## config.mk

```make
export PLATFORM = sky130hd
export DESIGN_NAME = r4_out_serializer
export DESIGN_NICKNAME = d
export VERILOG_FILES = /design/src/rtl/r4_out_serializer_pkg.sv /design/src/rtl/r4_out_serializer_group_slot.sv /design/src/rtl/r4_out_serializer.sv
export SDC_FILE = /design/constraint.sdc
export NUM_CORES = 1
export LEC_CHECK = 0
export ABC_AREA = 1
export CAP_MARGIN = 20
export CORE_MARGIN = 2
export CORE_UTILIZATION = 56
export CTS_BUF_LIST = sky130_fd_sc_hd__clkbuf_16
export DETAILED_ROUTE_END_ITERATION = 16
export GPL_ROUTABILITY_DRIVEN = 0
export PLACE_DENSITY_LB_ADDON = 0.15
export SETUP_SLACK_MARGIN = 0.1
export SYNTH_ARGS = -nofsm -noshare
export SYNTH_HDL_FRONTEND = slang
export SYNTH_SLANG_ARGS = --single-unit
```

## constraint.sdc

```tcl
create_clock -name clk -period 12.7 [get_ports clk]
set_input_delay 2.54 -clock clk [delete_from_list [all_inputs] [get_ports clk]]
set_output_delay 2.54 -clock clk [all_outputs]
set_load 0.05 [all_outputs]
```

## src/rtl/r4_out_serializer_pkg.sv

```systemverilog
// Shared FFT definitions for the radix-4 output serializer.
// Latency: none (types, constants and a helper only).
// Backpressure: not applicable.
package r4_out_serializer_pkg;

  localparam int WL_DEFAULT = 16;
  localparam int LANES      = 4;
  localparam int IDX_W      = $clog2(LANES);

  // Complex sample at the default word length: real/imag pair.
  typedef struct packed {
    logic [WL_DEFAULT-1:0] re;
    logic [WL_DEFAULT-1:0] im;
  } cplx_t;

  // True when the lane index points at the last lane of a group.
  function automatic logic is_last_lane(input logic [IDX_W-1:0] idx);
    return idx == IDX_W'(LANES - 1);
  endfunction

endpackage

```

## src/rtl/r4_out_serializer_group_slot.sv

```systemverilog
// One group slot: 4-lane complex register bank, whole-group write, lane-select read.
// Latency: write visible one cycle after i_we; read is combinational on i_sel.
// Backpressure: none; the owner guarantees no write while the slot is being read.
module r4_group_slot
  import r4_out_serializer_pkg::*;
#(
  parameter int WL = WL_DEFAULT
) (
  input  logic                  clk,
  input  logic                  rst,
  input  logic                  i_we,
  input  logic [LANES*WL-1:0]   i_re,
  input  logic [LANES*WL-1:0]   i_im,
  input  logic [IDX_W-1:0]      i_sel,
  output logic [WL-1:0]         o_re,
  output logic [WL-1:0]         o_im
);

  logic [LANES*WL-1:0] r_re;
  logic [LANES*WL-1:0] r_im;

  // Capture the full group on write enable; cleared by reset.
  always_ff @(posedge clk or posedge rst) begin
    if (rst) begin
      r_re <= '0;
      r_im <= '0;
    end else if (i_we) begin
      r_re <= i_re;
      r_im <= i_im;
    end
  end

  assign o_re = r_re[i_sel*WL +: WL];
  assign o_im = r_im[i_sel*WL +: WL];

endmodule

```

## src/rtl/r4_out_serializer.sv

```systemverilog
// Radix-4 output serializer: 4-lane groups in, one complex sample per accepted cycle out.
// Latency: lane 1 of a group is presented the cycle after the group is pushed.
// Backpressure: out_ready stalls the stream; a full buffer drops offered groups and sets sticky overflow.
module r4_out_serializer
  import r4_out_serializer_pkg::*;
#(
  parameter int WL = WL_DEFAULT
) (
  input  logic          clk,
  input  logic          rst,
  input  logic [WL-1:0] in1_r,
  input  logic [WL-1:0] in1_i,
  input  logic [WL-1:0] in2_r,
  input  logic [WL-1:0] in2_i,
  input  logic [WL-1:0] in3_r,
  input  logic [WL-1:0] in3_i,
  input  logic [WL-1:0] in4_r,
  input  logic [WL-1:0] in4_i,
  input  logic          in_valid,
  output logic          in_ready,
  output logic [WL-1:0] out_r,
  output logic [WL-1:0] out_i,
  output logic          out_valid,
  input  logic          out_ready,
  output logic [1:0]    out_idx,
  output logic          out_last,
  output logic          overflow
);

  logic [1:0]       r_count;
  logic [IDX_W-1:0] r_idx;
  logic             r_wr_ptr;
  logic             r_rd_ptr;
  logic             r_overflow;

  logic                w_push;
  logic                w_pop;
  logic                w_done;
  logic [LANES*WL-1:0] w_in_re;
  logic [LANES*WL-1:0] w_in_im;
  logic [WL-1:0]       w_re0, w_im0, w_re1, w_im1;

  // Lane 1 sits in the least significant word of the packed group.
  assign w_in_re = {in4_r, in3_r, in2_r, in1_r};
  assign w_in_im = {in4_i, in3_i, in2_i, in1_i};

  // Ready depends only on registered occupancy; no bypass when full.
  assign in_ready  = (r_count != 2'd2);
  assign out_valid = (r_count != 2'd0);
  assign w_push    = in_valid & in_ready;
  assign w_pop     = out_valid & out_ready;
  assign w_done    = w_pop & is_last_lane(r_idx);

  r4_group_slot #(.WL(WL)) u_slot0 (
    .clk   (clk),
    .rst   (rst),
    .i_we  (w_push & ~r_wr_ptr),
    .i_re  (w_in_re),
    .i_im  (w_in_im),
    .i_sel (r_idx),
    .o_re  (w_re0),
    .o_im  (w_im0)
  );

  r4_group_slot #(.WL(WL)) u_slot1 (
    .clk   (clk),
    .rst   (rst),
    .i_we  (w_push & r_wr_ptr),
    .i_re  (w_in_re),
    .i_im  (w_in_im),
    .i_sel (r_idx),
    .o_re  (w_re1),
    .o_im  (w_im1)
  );

  assign out_r    = r_rd_ptr ? w_re1 : w_re0;
  assign out_i    = r_rd_ptr ? w_im1 : w_im0;
  assign out_idx  = r_idx;
  assign out_last = out_valid & is_last_lane(r_idx);
  assign overflow = r_overflow;

  // Ping-pong pointers, lane index, occupancy and sticky overflow.
  always_ff @(posedge clk or posedge rst) begin
    if (rst) begin
      r_count    <= 2'd0;
      r_idx      <= '0;
      r_wr_ptr   <= 1'b0;
      r_rd_ptr   <= 1'b0;
      r_overflow <= 1'b0;
    end else begin
      if (w_push) r_wr_ptr <= ~r_wr_ptr;
      if (w_pop)  r_idx    <= r_idx + IDX_W'(1);
      if (w_done) r_rd_ptr <= ~r_rd_ptr;
      case ({w_push, w_done})
        2'b10:   r_count <= r_count + 2'd1;
        2'b01:   r_count <= r_count - 2'd1;
        default: r_count <= r_count;
      endcase
      if (in_valid && !in_ready) r_overflow <= 1'b1;
    end
  end

endmodule

```

## Yosys cells after proc, flatten, opt, wreduce, memory -nomap -nowiden

Cells that the tools add are included.

- Output and inout port bits: 38
- Bits of input ports: 132
- Flip-flop bits (word level): 263
- Word-level logic and storage cells: 35

- Bitwise operators: 8
- Reduce and logical (&&, ||, !) cells: 4
- Add/sub/neg operators: 3
- Mux-type cells: 3
- Shift-type cells: 4
- Equal/unequal tests: 4

Operator list:

| cell | number |
|---|---|
| $shiftx 64x7->16 | 4 |
| $mux 16 | 2 |
| $and 1x1->1 | 6 |
| $add 2x1->2 const B | 2 |
| $eq 2x2->1 const B | 2 |
| $pmux 2 s2 | 1 |
| $reduce_bool 2->1 | 2 |
| $eq 2x1->1 const B | 1 |
| $ne 2x2->1 const B | 1 |
| $not 1->1 | 2 |
| $sub 2x1->2 const B | 1 |
| $logic_and 1x1->1 | 1 |
| $logic_not 1->1 | 1 |

## Longest topological paths before layout

Gate-level depths: netlist of run 1.

- Word-level depth: 5
- Gate-level depth with buffers: 8
- Depth with buffers taken out: 8

## Hierarchy

A second synthesis of run 1 with hierarchy kept.

- Cells, all modules: 1723
- Area, all modules: 13360.3 um^2

Modules (own cells, without submodules):

| module | cells each | sequential area each (um^2) | times used | area each (um^2) |
|---|---|---|---|---|
| r4_group_slot | 787 | 3203.1 | 2 | 6289.8 |
| r4_out_serializer | 149 | 175.2 | 1 | 780.7 |

## Least setup slack after synthesis of run 1

No wires, ideal clock.

- Path kind: register -> output
- Start point: reg r_idx[0] (netlist: out_idx[0])
- End point: out out_i[0]
- Cell stages (with the launch flop): 7
- Required time: 10160 ps
- Buffers on the path: 2
- Arrival: 1748 ps
- Slack: 8412 ps
- Cell sequence: dfrtp_1 > buf_2 > buf_1 > nand3_1 > nand2_1 > nand2_1 > nand2_1

- Word-level cells in the longest chain between the ends: 2
- Elaborated cells between the ends (all ways): 3
- Those cells by class: 2 x shift; 1 x mux

Ends and longest elaborated chain:

| item | RTL line | RTL |
|---|---|---|
| start: declaration | r4_out_serializer.sv:31 | `logic [IDX_W-1:0] r_idx;` |
| start signal: assignment | r4_out_serializer.sv:92 | `if (w_pop) r_idx <= r_idx + IDX_W'(1);` |
| $shiftx 64x7->16 | r4_out_serializer_group_slot.sv:34 | `assign o_im = r_im[i_sel*WL +: WL];` |
| $mux 16 * | r4_out_serializer.sv:77 | `assign out_i = r_rd_ptr ? w_im1 : w_im0;` |
| end: declaration | r4_out_serializer.sv:22 | `output logic [WL-1:0] out_i,` |

Every way passes the cells marked *; elsewhere a longest branch is shown, timed or not.

## Worst setup path in the final report of run 1

- Start point: reg r_rd_ptr
- End point: out out_r[15]

- Word-level cells in the longest chain between the ends: 1

Ends and longest elaborated chain:

| item | RTL line | RTL |
|---|---|---|
| start: declaration | r4_out_serializer.sv:33 | `logic r_rd_ptr;` |
| start signal: assignment | r4_out_serializer.sv:93 | `if (w_done) r_rd_ptr <= ~r_rd_ptr;` |
| $mux 16 | r4_out_serializer.sv:76 | `assign out_r = r_rd_ptr ? w_re1 : w_re0;` |
| end: declaration | r4_out_serializer.sv:21 | `output logic [WL-1:0] out_r,` |

No other way between the ends.

==> metrics.md, run 1 <==
| Metric | Value |
|---|---|
| Status | finished clean |
| Syn Inst Count | ~1,800 |
| Initial antenna violation count | 1 |
| Setup repair after global routing missed its margin | false |
| Final hold viol count | 0 |
| PwrDens | between 200 and 300 mW/mm^2 |
| Cell taking the most area after synthesis | dfrtp_1 |
| Post-synthesis sequential area ratio | 0.476 |
| Clock share of power | 0.163 |
| CP dominant cell by count | nand2_1 |
| Largest net degree at the start of global routing | 192 |
| Area of the core | 0.0242 mm^2 |
| Kind of critical path | reg2out |
| Crit end category | output pin |
| Syn avg cell area | 7.51 um^2 |
| Initial DRC Count | 1,064 |
| Synthesized flop and latch total | 263 |
| Critical Path Source Type | flop |
| Hold buffer count at cts | 0 |
| HPWL Detailed | 21.7 mm |
| Port bufs | 169 |
| Leakage | 8.83 nW |
| Post-synthesis cell type count | 23 |
| Sink Count | roughly 260 |
| Area grow syn2layout | 16.9% |
| Pint | between 2 and 2.5 mW |
| Worst EP arrival | ~3.9 ns |
| Ports | 170 |
| TritonCTS clock tree | yes |
| Most frequent cells in the layout | 680 x nand2_1, 392 x inv_1, 261 x dfrtp_1 |
| DR pass1 iterations | 5 |
| Critical-path cell list | inv_4 -> buf_4 -> nand2_1 -> nand3_1 -> nand2_1 -> nand2_1 -> nand2_1 -> clkdlybuf4s50_1 |
| Utilization after layout | 0.666 |
| Max VDD drop | 0.189 mV |
| Most common cell after layout, fill and taps aside | nand2_1 |
| Number of H-tree levels | 1 |
| Max clock buf depth | 3 |
| Share of cells above drive strength 1 | 0.0865 |
| Sw Ratio | 0.472 |
| Die W | 161 um |
| Cell Rows | 57 |
| Via count | 11,300 |
| Resize count post-CTS | 0 |
| Ys Warns | 0 |
| Via density | 4.93 |
| Power consumption | 4.69 mW |
| Slew margin rel. | 0.276 |
| Clk slew on worst S/H paths | 0.06 ns |
| # fillers | 2,167 |
| Setup TNS | 0 ns |
| Top cell type's share of synthesized area | 0.476 |
| Final Critical Period | 6.40 ns |
| Switching power total | 2.21 mW |
| Design area | roughly 0.016 mm^2 |
| Number of global-route vias before repair | 10,600 |
| Total CTS buffers | 28 |
| Initial core utilization | 0.570 |
| Final ANT Viol Nets | 0 |
| GRT Total Usage | 0.262 |
| Peak Freq | 0.156 GHz |
| Global route overflow | 0 |
| Die Ht | 161 um |
| Worst Path Max Fanout | between 70 and 80 |
| Placed cell area | about 0.015 mm^2 |
| Wirelength per Cell | 14.6 um |
| Nets | between 2,000 and 2,500 |
| Crit-path max cell delay | 0.79 ns |
| Final Setup Violations | 0 |
| Critical path's slowest cell | buf_4 |
| Top post-synthesis cells by area | dfrtp_1 48%, nand2_1 18%, inv_1 11% |
| CTS Root Cell | clkbuf_16 |
| CP delay by family, top | buffers and inverters |
| Skew-Pair Late Insertion Delay | between 0.5 and 0.6 ns |
| Post-Syn Nets | between 1,500 and 2,000 |
| Clock skew | between 0.01 and 0.015 ns |
| Comb pwr share | 0.522 |
| Post-synthesis cell area | 0.0138 mm^2 |
| Setup bufs post-CTS | 0 |
| Die area | 0.0259 mm^2 |
| Max-cap check violation count | 0 |
| Critical path required time | slightly above 10 ns |
| Slew Viols, Final | 0 |
| First-pass GRT wire length | 55.0 mm |
| Worst path bufs/invs | 3 |
| Min-Delay Path Class | reg2reg |
| Worst-margin pin slew | 1.09 ns |
| Period utilization | 0.504 |
| # DRC | 0 |
| Total wire length | 33.4 mm |
| Part of the power in registers | 0.314 |
-- metrics by stage --
step	setup slack, ns	hold slack, ns	cells
floorplan	2.92	0.453	1839
global placement	6.94	0.458	2237
detailed placement	6.93	0.467	2237
CTS	6.32	0.483	2288
global route	6.14	0.495	2290
finish	6.30	0.475	2290
-- metal layers --
metal,routed length [um],vias to the layer above,global-route usage
li1,-,5705,-
met1,16000,5230,0.395
met2,14700,280,0.396
met3,1530,69,0.0303
met4,1240,0,0.0901
met5,0,-,0
-- Yosys cell counts (all sizes together) --
library cell	n
a31o	1
dfrtp	263
xor2	2
nand3	129
ha	2
nor2	2
nand2	681
inv	391
buf	96
o21ai	257
or2	1
clkbuf	9
nand3b	1
xnor2	1
a21oi	3
-- power groups by stage --
stage,Combinational [mW],Clock (mW),Sequential (mW)
final,2.45,0.765,1.47
after global routing,2.71,0.813,1.52
after CTS,2.46,0.776,1.47
after detailed placement,2.45,0,1.48
after global placement,2.41,0,1.46
after floorplan,1.89,0,1.41
-- final timing paths --
| check | from | to | slack, ns | cells past startpoint |
|---|---|---|---|---|
| worst min register to register | overflow | overflow | 0.48 | 1 |
| worst max-delay path | r_rd_ptr | out_r[15] | 6.30 | 8 |
| worst min-delay path | overflow | overflow | 0.48 | 1 |
| min in group asynchronous | rst | u_slot1.r_re[41] | 2.52 | 2 |
| worst max register to register | r_count[0] | u_slot0.r_im[56] | 10.14 | 5 |
| max in group asynchronous | rst | r_rd_ptr | 8.18 | 5 |
-- state kept, by name (all words and copies together) (netlist names) --
register / count
u_slot0.r_im: 64
u_slot0.r_re: 64
u_slot1.r_im: 64
u_slot1.r_re: 64
out_idx: 2
r_count: 2
overflow: 1
r_rd_ptr: 1
r_wr_ptr: 1
-- area by class of cell --
class,instances,area [um^2],share of cell area
clock inverter,22,121,0.00751
timing repair buffer,180,1810,0.112
clock buffer,29,726,0.0449
tap,324,405,0.0251
antenna,1,2.50,0.000155
sequential,263,6590,0.408
inverter,391,1480,0.0915
multi-input combinational,1080,5030,0.311
-- kinds of logic (layout without fill, tap and decap cells) --
family          Yosys count  in the layout  share of synthesized area
compound gates          261            261                      0.125
xor+xnor                  3              3                    0.00190
fa+ha+maj                 2              2                    0.00181
buf+inv                 496            622                      0.160
flops                   263            263                      0.476
other cells               0              1                          0
simple gates            814            814                      0.236
(Power assumes the default switching activity.)
==> inputs of run 2 (changes only) <==
--- a/config.mk
+++ b/config.mk
@@ -8,7 +8,7 @@
 export ABC_AREA = 1
 export CAP_MARGIN = 20
 export CORE_MARGIN = 2
-export CORE_UTILIZATION = 56
+export CORE_UTILIZATION = 51
 export CTS_BUF_LIST = sky130_fd_sc_hd__clkbuf_16
 export DETAILED_ROUTE_END_ITERATION = 16
 export GPL_ROUTABILITY_DRIVEN = 0
==> constraint.sdc (replaced) <==
create_clock -name clk -period 5.75 [get_ports clk]
set_input_delay 1.15 -clock clk [delete_from_list [all_inputs] [get_ports clk]]
set_output_delay 1.15 -clock clk [all_outputs]
set_load 0.05 [all_outputs]
==> metrics.md, run 2 (same netlist as run 1, synthesis figures left out) <==
| Metric | Value |
|---|---|
| Status | finished clean |
| R2R setup slack | ~3.3 ns |
| DR pass1 iterations | 7 |
| DR WL met2 | 14.6 mm |
| Critical Path Source Type | flop |
| Setup repair after global routing missed its margin | false |
| Number of H-tree levels | 1 |
| Crit end category | output pin |
| Most frequent cells in the layout | 680 x nand2_1, 397 x inv_1, 261 x dfrtp_1 |
| Setup TNS | 0 ns |
| Max-cap check violation count | 0 |
| Share of cells above drive strength 1 | 0.0864 |
| Setup bufs post-CTS | 0 |
| Number of global-route vias before repair | 10,500 |
| Wirelength per Cell | 14.7 um |
| GRT Total Usage | 0.241 |
| Largest net degree at the start of global routing | about 150 |
| Leakage | 8.89 nW |
| Via count | about 11,000 |
| WL met1 | 16.5 mm |
| Reg area | 0.00659 mm^2 |
| Initial DRC Count | 1,012 |
| Max VDD drop | 0.365 mV |
| Initial antenna violation count | 0 |
| Die area | ~0.028 mm^2 |
| Slew margin rel. | 0.318 |
| Resize count post-CTS | 0 |
| RR Startpoint | r_count[0] |
| Place WS | approximately 1.4 ns |
| Total CTS buffers | 30 |
| Critical path required time | 4.60 ns |
| First-pass GRT wire length | 55.3 mm |
| Kind of critical path | reg2out |
| Slew Viols, Final | 0 |
| Met3 routed WL | 1.89 mm |
| HPWL Detailed | 21.9 mm |
| Hold path cells | 1 |
| TritonCTS clock tree | yes |
| Ports | 170 |
| Skew-Pair Late Insertion Delay | approximately 0.56 ns |
| Total wire length | 34.1 mm |
| Nets | between 2,000 and 2,500 |
| Cell Rows | 60 |
| N_diodes | 0 |
| # DRC | 0 |
| PwrDens | 646 mW/mm^2 |
| Max clock buf depth | 3 |
| Clock skew | about 0.015 ns |
| Die Ht | 169 um |
| Final ANT Viol Nets | 0 |
| Worst-margin pin slew | roughly 1.0 ns |
| Worst Path Max Fanout | 75 |
| CTS Root Cell | clkbuf_16 |
| Global route overflow | 0 |
| Clk slew on worst S/H paths | 0.06 ns |
| Area grow syn2layout | 17.9% |
| Via density | 4.89 |
| # fillers | 2,474 |
| Top sig layer | met4 |
| Multi-input gate area | 0.00503 mm^2 |
| Final hold viol count | 0 |
| Sink Count | roughly 260 |
| Final Critical Period | 4.92 ns |
| R2R cell count | 6 |
| Die W | 169 um |
| Min-Delay Path Class | reg2reg |
| Final Setup Violations | 0 |
| Area of the core | 0.0268 mm^2 |
| Period utilization | 0.856 |
| Setup crit start | r_rd_ptr |
| Initial core utilization | 0.515 |
| Final WS setup | 0.827 ns |
| Hold buffer count at cts | 0 |
| Most common cell after layout, fill and taps aside | nand2_1 |
| Worst EP arrival | between 3 and 4 ns |
| Peak Freq | between 0.2 and 0.25 GHz |
| Port bufs | 169 |
| Worst min-delay path startpoint | overflow |
## run 2: changes by cell type in the layout (fill, tap and decap cells not counted), moves of 2 or more
| cell | delta |
|---|---|
| clkinv_1 | -2 |
| clkbuf_16 | +2 |
| clkinv_2 | -5 |
| inv_1 | +5 |
| buf_4 | -3 |
| buf_12 | +5 |
## run 2: per-layer routing
metal  track usage  vias to the layer above
met1         0.372                     5219
met4        0.0746                        0
met5             0                        -
li1              -                     5708
met3        0.0309                       59
met2         0.352                      296
## run 2: worst paths after layout
check,end
worst min-delay path,overflow
worst max-delay path,out_r[12]
min in group asynchronous,u_slot0.r_re[25]
worst min register to register,overflow
worst max register to register,u_slot1.r_re[55]
max in group asynchronous,u_slot1.r_im[51]
## run 2: cell type report
class                           instances  share of cell area
Inverter                              391              0.0904
Timing Repair Buffer                  181               0.114
Clock buffer                           31              0.0476
Clock inverter                         22             0.00898
Multi-Input combinational cell       1080               0.309
Sequential cell                       263               0.404
Tap cell                              341              0.0262
## run 2: metrics by stage
stage	utilization	std cells	hold WS [ns]	total power, mW	cell area (um^2)
final	0.608	2309	0.470	10.5	16300
after global routing	0.608	2309	0.495	11.3	16300
after CTS	0.608	2309	0.476	10.6	16300
after detailed placement	0.574	2256	0.463	8.72	15400
after global placement	0.574	2256	0.463	8.63	15400
after floorplan	-	1839	0.453	7.30	13800
## run 2: critical path, cell delays in order (launching register included)
cell and delay, ns:
dfrtp_4 0.99, inv_4 0.50, buf_12 0.35, nand2_1 0.10, nand3_1 0.06, nand2_1 0.10
nand2_1 0.07, nand2_1 0.16, clkdlybuf4s50_1 0.83
## run 2: power by group
| group | switching [mW] | leakage (nW) | internal, mW |
|---|---|---|---|
| Sequential | 0.552 | 3.26 | 2.73 |
| Clock | 0.760 | 0.485 | 1.05 |
| Combinational | 3.62 | 5.14 | 1.81 |
| Total | 4.93 | 8.89 | 5.59 |
